## config.mk

```make
export PLATFORM = sky130hd
export DESIGN_NAME = vip_window_ctrl
export DESIGN_NICKNAME = d
export VERILOG_FILES = /design/src/rtl/vip_pkg.sv /design/src/rtl/vip_sync_delay.sv /design/src/rtl/vip_window_ctrl.sv
export SDC_FILE = /design/constraint.sdc
export NUM_CORES = 1
export LEC_CHECK = 0
export BUFFER_PORTS_ARGS = -buffer_cell sky130_fd_sc_hd__buf_2
export CAP_MARGIN = 15
export CORE_ASPECT_RATIO = 1.4
export CORE_MARGIN = 5
export CORE_UTILIZATION = 55
export CTS_BUF_LIST = sky130_fd_sc_hd__clkbuf_4 sky130_fd_sc_hd__clkbuf_8 sky130_fd_sc_hd__clkbuf_16
export DETAILED_ROUTE_END_ITERATION = 6
export PLACE_DENSITY = 0.76
export SETUP_SLACK_MARGIN = 0.1
export SLEW_MARGIN = 30
export SYNTH_ARGS = -nofsm -noshare
export SYNTH_HDL_FRONTEND = slang
export SYNTH_SLANG_ARGS = --single-unit
```

## constraint.sdc

```tcl
create_clock -name clock -period 4.9 [get_ports clock]
set_input_delay 0.49 -clock clock [delete_from_list [all_inputs] [get_ports clock]]
set_output_delay 0.49 -clock clock [all_outputs]
set_load 0.1 [all_outputs]
```

## src/rtl/vip_pkg.sv

```systemverilog
// Shared types and defaults for the 3x3 window line-buffer sequencer.
package vip_pkg;

  localparam int CNT_W_DEF     = 11;
  localparam int IMG_W_MAX_DEF = 1024;
  localparam int IMG_H_MAX_DEF = 1024;
  localparam int PIPE_DLY_DEF  = 2;

  typedef enum logic [1:0] {
    IDLE      = 2'd0,
    WAIT_LINE = 2'd1,
    IN_LINE   = 2'd2
  } state_e;

endpackage

```

## src/rtl/vip_sync_delay.sv

```systemverilog
// Fixed-depth shift register that re-times a bundle of sync/index bits.
module vip_sync_delay #(
  parameter int W     = 1,
  parameter int DEPTH = 2
) (
  input  logic         clock,
  input  logic         rst_n,
  input  logic [W-1:0] din,
  output logic [W-1:0] dout
);

  logic [DEPTH-1:0][W-1:0] pipe_q, pipe_d;

  // Next pipe contents: new sample enters stage 0, every other stage shifts by one.
  always_comb begin
    pipe_d    = '0;
    pipe_d[0] = din;
    for (int i = 1; i < DEPTH; i++) pipe_d[i] = pipe_q[i-1];
  end

  // Pipe register.
  always_ff @(posedge clock or negedge rst_n) begin
    if (!rst_n) pipe_q <= '0;
    else        pipe_q <= pipe_d;
  end

  assign dout = pipe_q[DEPTH-1];

endmodule

```

## src/rtl/vip_window_ctrl.sv

```systemverilog
// Sequencer for the 2-line shift-RAM buffer in front of the 3x3 filter.
// Tracks frame/line/pixel position, gates the line-buffer enables and re-times
// the syncs and pixel index to the tap latency.
// Optional: LINE_LEN_CHECK_EN adds a sticky line_len_err output that flags any
// line whose pixel count differs from the first line of the frame.
module vip_window_ctrl
  import vip_pkg::*;
#(
  parameter int IMG_W_MAX = IMG_W_MAX_DEF,
  parameter int IMG_H_MAX = IMG_H_MAX_DEF,
  parameter int CNT_W     = CNT_W_DEF,
  parameter int PIPE_DLY  = PIPE_DLY_DEF
) (
  input  logic             clock,
  input  logic             rst_n,
  input  logic             per_frame_vsync,
  input  logic             per_frame_href,
  input  logic             per_frame_clken,
  output logic             lb_href,
  output logic             lb_clken,
  output logic             post_frame_vsync,
  output logic             post_frame_href,
  output logic             post_frame_clken,
  output logic [CNT_W-1:0] col_idx,
  output logic [CNT_W-1:0] row_idx,
  output logic             win_valid,
  output logic             ovf_err
`ifdef LINE_LEN_CHECK_EN
  , output logic           line_len_err
`endif
);

  localparam logic [CNT_W-1:0] COL_MAX = CNT_W'(IMG_W_MAX - 1);
  localparam logic [CNT_W-1:0] ROW_MAX = CNT_W'(IMG_H_MAX - 1);
  localparam int               DLY_W   = 3 + 2 * CNT_W;

  state_e                 state_q, state_d;
  logic                   vsync_q, vsync_d;
  logic [CNT_W-1:0]       col_q, col_d, row_q, row_d;
  logic                   ovf_q, ovf_d;
  logic [2*CNT_W-1:0]     idx_q, idx_d;
  logic                   vs_rise, frame_act, line_end;
  logic [DLY_W-1:0]       dly_in, dly_out;

  assign vs_rise  = per_frame_vsync & ~vsync_q;
  // A frame start in the same cycle as href already owns the pixel, so treat it as active.
  assign line_end = (state_q == IN_LINE) & ~per_frame_href & ~vs_rise;
  assign vsync_d  = per_frame_vsync;

  // State, counter and sticky-flag registers.
  always_ff @(posedge clock or negedge rst_n) begin
    if (!rst_n) begin
      state_q <= IDLE;
      vsync_q <= 1'b0;
      col_q   <= '0;
      row_q   <= '0;
      ovf_q   <= 1'b0;
      idx_q   <= '0;
    end else begin
      state_q <= state_d;
      vsync_q <= vsync_d;
      col_q   <= col_d;
      row_q   <= row_d;
      ovf_q   <= ovf_d;
      idx_q   <= idx_d;
    end
  end

  // Next state: frame start from anywhere, then alternate between blanking and line.
  always_comb begin
    state_d = state_q;
    if (vs_rise) state_d = WAIT_LINE;
    else begin
      case (state_q)
        IDLE:      state_d = IDLE;
        WAIT_LINE: if (per_frame_href)  state_d = IN_LINE;
        IN_LINE:   if (!per_frame_href) state_d = WAIT_LINE;
        default:   state_d = IDLE;
      endcase
    end
  end

  // Line-buffer enables: pass-through once a frame has started, no added latency.
  always_comb begin
    frame_act = (state_q != IDLE) | vs_rise;
    lb_href   = per_frame_href & frame_act;
    lb_clken  = per_frame_clken & lb_href;
  end

  // Position counters with saturation; index of a pixel is the count before increment.
  always_comb begin
    col_d = col_q;
    row_d = row_q;
    ovf_d = ovf_q;
    idx_d = idx_q;
    if (vs_rise) begin
      row_d = '0;
      col_d = lb_clken ? CNT_W'(1) : '0;
      ovf_d = 1'b0;
    end else begin
      if (!per_frame_href) col_d = '0;
      else if (lb_clken) begin
        if (col_q == COL_MAX) ovf_d = 1'b1;
        else                  col_d = col_q + CNT_W'(1);
      end
      if (line_end) begin
        if (row_q == ROW_MAX) ovf_d = 1'b1;
        else                  row_d = row_q + CNT_W'(1);
      end
    end
    if (lb_clken) idx_d = vs_rise ? '0 : {row_q, col_q};
  end

  // Index fed into the delay holds its last value between pixels.
  assign dly_in = {per_frame_vsync & frame_act, lb_href, lb_clken, idx_d};

  vip_sync_delay #(.W(DLY_W), .DEPTH(PIPE_DLY)) u_sync_dly (
    .clock (clock),
    .rst_n (rst_n),
    .din   (dly_in),
    .dout  (dly_out)
  );

  assign {post_frame_vsync, post_frame_href, post_frame_clken, row_idx, col_idx} = dly_out;
  assign win_valid = post_frame_clken & (row_idx >= CNT_W'(2)) & (col_idx >= CNT_W'(2));
  assign ovf_err   = ovf_q;

`ifdef LINE_LEN_CHECK_EN
  logic [CNT_W-1:0] ref_len_q, ref_len_d;
  logic             ref_vld_q, ref_vld_d;
  logic             len_err_q, len_err_d;

  // First completed line of a frame sets the reference; later lines compare to it.
  always_comb begin
    ref_len_d = ref_len_q;
    ref_vld_d = ref_vld_q;
    len_err_d = len_err_q;
    if (vs_rise) begin
      ref_vld_d = 1'b0;
      len_err_d = 1'b0;
    end else if (line_end) begin
      if (!ref_vld_q) begin
        ref_len_d = col_q;
        ref_vld_d = 1'b1;
      end else if (col_q != ref_len_q) len_err_d = 1'b1;
    end
  end

  // Line-length reference registers.
  always_ff @(posedge clock or negedge rst_n) begin
    if (!rst_n) begin
      ref_len_q <= '0;
      ref_vld_q <= 1'b0;
      len_err_q <= 1'b0;
    end else begin
      ref_len_q <= ref_len_d;
      ref_vld_q <= ref_vld_d;
      len_err_q <= len_err_d;
    end
  end

  assign line_len_err = len_err_q;
`endif

endmodule

```

==> flow_summary.json <==
{
  "status": "finished clean",
  "cp_max_fo": 2,
  "n_antenna_cell": 0,
  "route.detailed.drc": 0,
  "relSlewSlack_pct": 54.4,
  "ys_seq_area_share_pct": 63.7,
  "endpoint_kind": "primary output",
  "area_growth_pct": 15.9,
  "rows": 31,
  "ys_top_cells_by_area": "dfrtp_1 (64%), nand2_1 (7.2%), o21ai_0 (4.9%)",
  "cp.buffers_inverters": 1,
  "timing.critical_path.cells": "or4_1 -> o41ai_1 -> a31oi_1 -> buf_2",
  "placed_area_sq_um": 3210,
  "final_layout_size_suffix_gt1_share_pct": 18.6,
  "die_h_um": 97.2,
  "pre_cts_slack_ns": 2.66,
  "die_w_um": 72.3,
  "rsz0062_at_grt": "no",
  "reg2reg_slack_ns": 2.89,
  "synth_async_sr_flop_share_pct": 100,
  "io_buffers": 33,
  "viasPerCell": 5.62,
  "grt_pass1_wl_um": 9330,
  "post_cts_resize_count": 0,
  "setup_tns_ns": 0,
  "fin_nets": 314,
  "setup_viol": 0,
  "drt_iter0_drc": 163,
  "avgSynthCellArea_sq_um": 11.0,
  "syn_nets": 279,
  "dpl.hpwl_um": 3760,
  "cp.required_ns": 4.41,
  "r2r_cells": 5,
  "ioPinCount": 34,
  "critPathArrivalTime_ns": 2.05,
  "finalWeightedCongestion": 0.812,
  "htreeDepth": 3,
  "clockBufferDepth": 2,
  "antenna_found_initial": 0,
  "crit_family": "simple AND/OR/NAND/NOR gates",
  "coreArea_sq_um": 5240,
  "maxSlewViolCount": 0,
  "clk_latency_ns": 0.34,
  "synth-main-ff-cell": "dfrtp_1",
  "clock_tree.root_cell": "clkbuf_8",
  "ant_nets": 0,
  "ys_top_cells_by_count": "dfrtp_1 (76), nand2_1 (57), o21ai_0 (29)",
  "cts_setup_buffers": 0,
  "hp-class": "input port to async pin",
  "max_freq_mhz": 394,
  "tightest_slew_ns": 0.684,
  "grt_pass1_vias": 1983,
  "slowest_stage": "or4_1",
  "routed-via-count": 2123,
  "grtUsageTotal_pct": 16.9,
  "power_density_nw_per_um2": 393,
  "cts_tree": "done",
  "synth_area_sq_um": 2980,
  "grt_remaining_overflow": 0,
  "synth_top_area_share_pct": 63.7,
  "drtPass1Iterations": 4,
  "critPathMaxStageDelay_ns": 0.54,
  "setup_ws_ns": 2.36,
  "maxCapViolCount": 0,
  "postLayoutCoreUtil_pct": 66.1,
  "clk_pin_slew_worst_paths_ns": 0.08,
  "numCtsBuffers": 9,
  "yosysWarningCount": 0,
  "ys_ff_latch": 76,
  "grt_max_degree": 46,
  "startpoint_type": "register",
  "clock_skew_ns": 0.00725,
  "p_leak_nw": 1.60,
  "wl_um": 5480,
  "hold_viol_final": 0,
  "synth_cell_types": 40,
  "synthMostInstantiatedCell": "dfrtp_1",
  "yosysTopAreaCell": "dfrtp_1",
  "synth_edf_count": 0,
  "holdBufCountCts": 0,
  "worst_ir_drop_vdd_uv": 231,
  "syn_inst": 272,
  "clock_sinks": 76,
  "critPathKind": "register to primary output",
  "fillers": 381,
  "dieArea_sq_um": 7020,
  "design_area_sq_um": 3460,
  "finalCriticalPeriod_ns": 2.54,
  "finalCritPeriodShare_pct": 51.8,
  "worstSetupPathDepth": 4,
  "initial_core_util_pct": 57.0,
  "routedWlPerCell_um": 14.5
}
## path summary, 6_finish.rpt
check / to / start
max in group asynchronous: u_sync_dly.dout[17]$_DFF_PN0_ / rst_n
max reg2reg: col_q[2]$_DFFE_PN0P_ / vsync_q$_DFF_PN0_
min in group clock: vsync_q$_DFF_PN0_ / per_frame_vsync
min reg2reg: u_sync_dly.dout[24]$_DFF_PN0_ / u_sync_dly.pipe_d[49]$_DFF_PN0_
max: win_valid / u_sync_dly.dout[18]$_DFF_PN0_
min: col_q[10]$_DFFE_PN0P_ / rst_n
## where the power goes
part	internal, mW	switching, mW	leakage (nW)
sequential	0.645	0.0112	1.05
combinational	0.0216	0.107	0.431
clock	0.343	0.231	0.125
## registers in the layout (all words and copies together), names as in the netlist
register,count
ovf_err,1
row_q,11
state_q,2
u_sync_dly.dout,25
col_q,11
u_sync_dly.pipe_d,25
vsync_q,1
## routing by layer
layer,global-route usage [%],up-vias,part of all wire (%)
li1,-,1039,-
met1,23.0,1025,43
met2,25.8,53,50
met3,4.35,6,5.3
met4,6.51,0,1.4
met5,0,-,0
## cell usage in the layout, fill, tap and decap left out, types with 2 or more instances in the layout
cell type,Yosys,final
o31ai_1,7,7
ha_1,2,2
a21oi_1,10,10
clkbuf_8,0,9
or4_1,10,10
buf_2,3,33
inv_1,2,2
or3_1,2,2
nor2_1,9,9
a21boi_0,2,2
buf_4,0,3
dfrtp_1,76,76
nor3_1,3,3
nand2b_1,6,6
nand4_1,3,3
mux2i_1,7,7
inv_6,0,3
nand2_1,57,57
o41ai_1,2,2
o21ai_0,29,29
a31oi_1,4,4
bufinv_16,0,3
nor4_1,6,6
nand3_1,5,5
## cell families (layout without fill, tap and decap cells)
group	count (synthesis)	in the layout	share of synthesized area (%)
and+or+nand+nor	114	114	19.5
DFF	76	76	63.7
AOI/OAI and AO/OA	58	58	11.4
buffers and inverters	14	54	1.89
muxes	7	7	2.35
adders and majority gates	2	2	0.838
xor gates and xnor gates	1	1	0.294
## through the flow
stage | std cells | total power [mW] | hold WS (ns)
6_report | 378 | 1.36 | 0.184
5_1_grt | 378 | 1.41 | 0.248
4_1_cts | 378 | 1.37 | 0.205
3_5_place_dp | 362 | 0.799 | 0.338
3_3_place_gp | 362 | 0.796 | 0.336
2_1_floorplan | 272 | 0.765 | 0.194
## area by class of cell
type	count	area, sq um	area share, %
clock inverters	7	121	3.51
repair buffers	36	188	5.42
inverters	2	7.51	0.217
well taps	66	82.6	2.39
flip-flops and latches	76	1900	55.0
clock buffers	9	124	3.58
multi-input cells	182	1030	29.9
(Power assumes the default switching activity.)
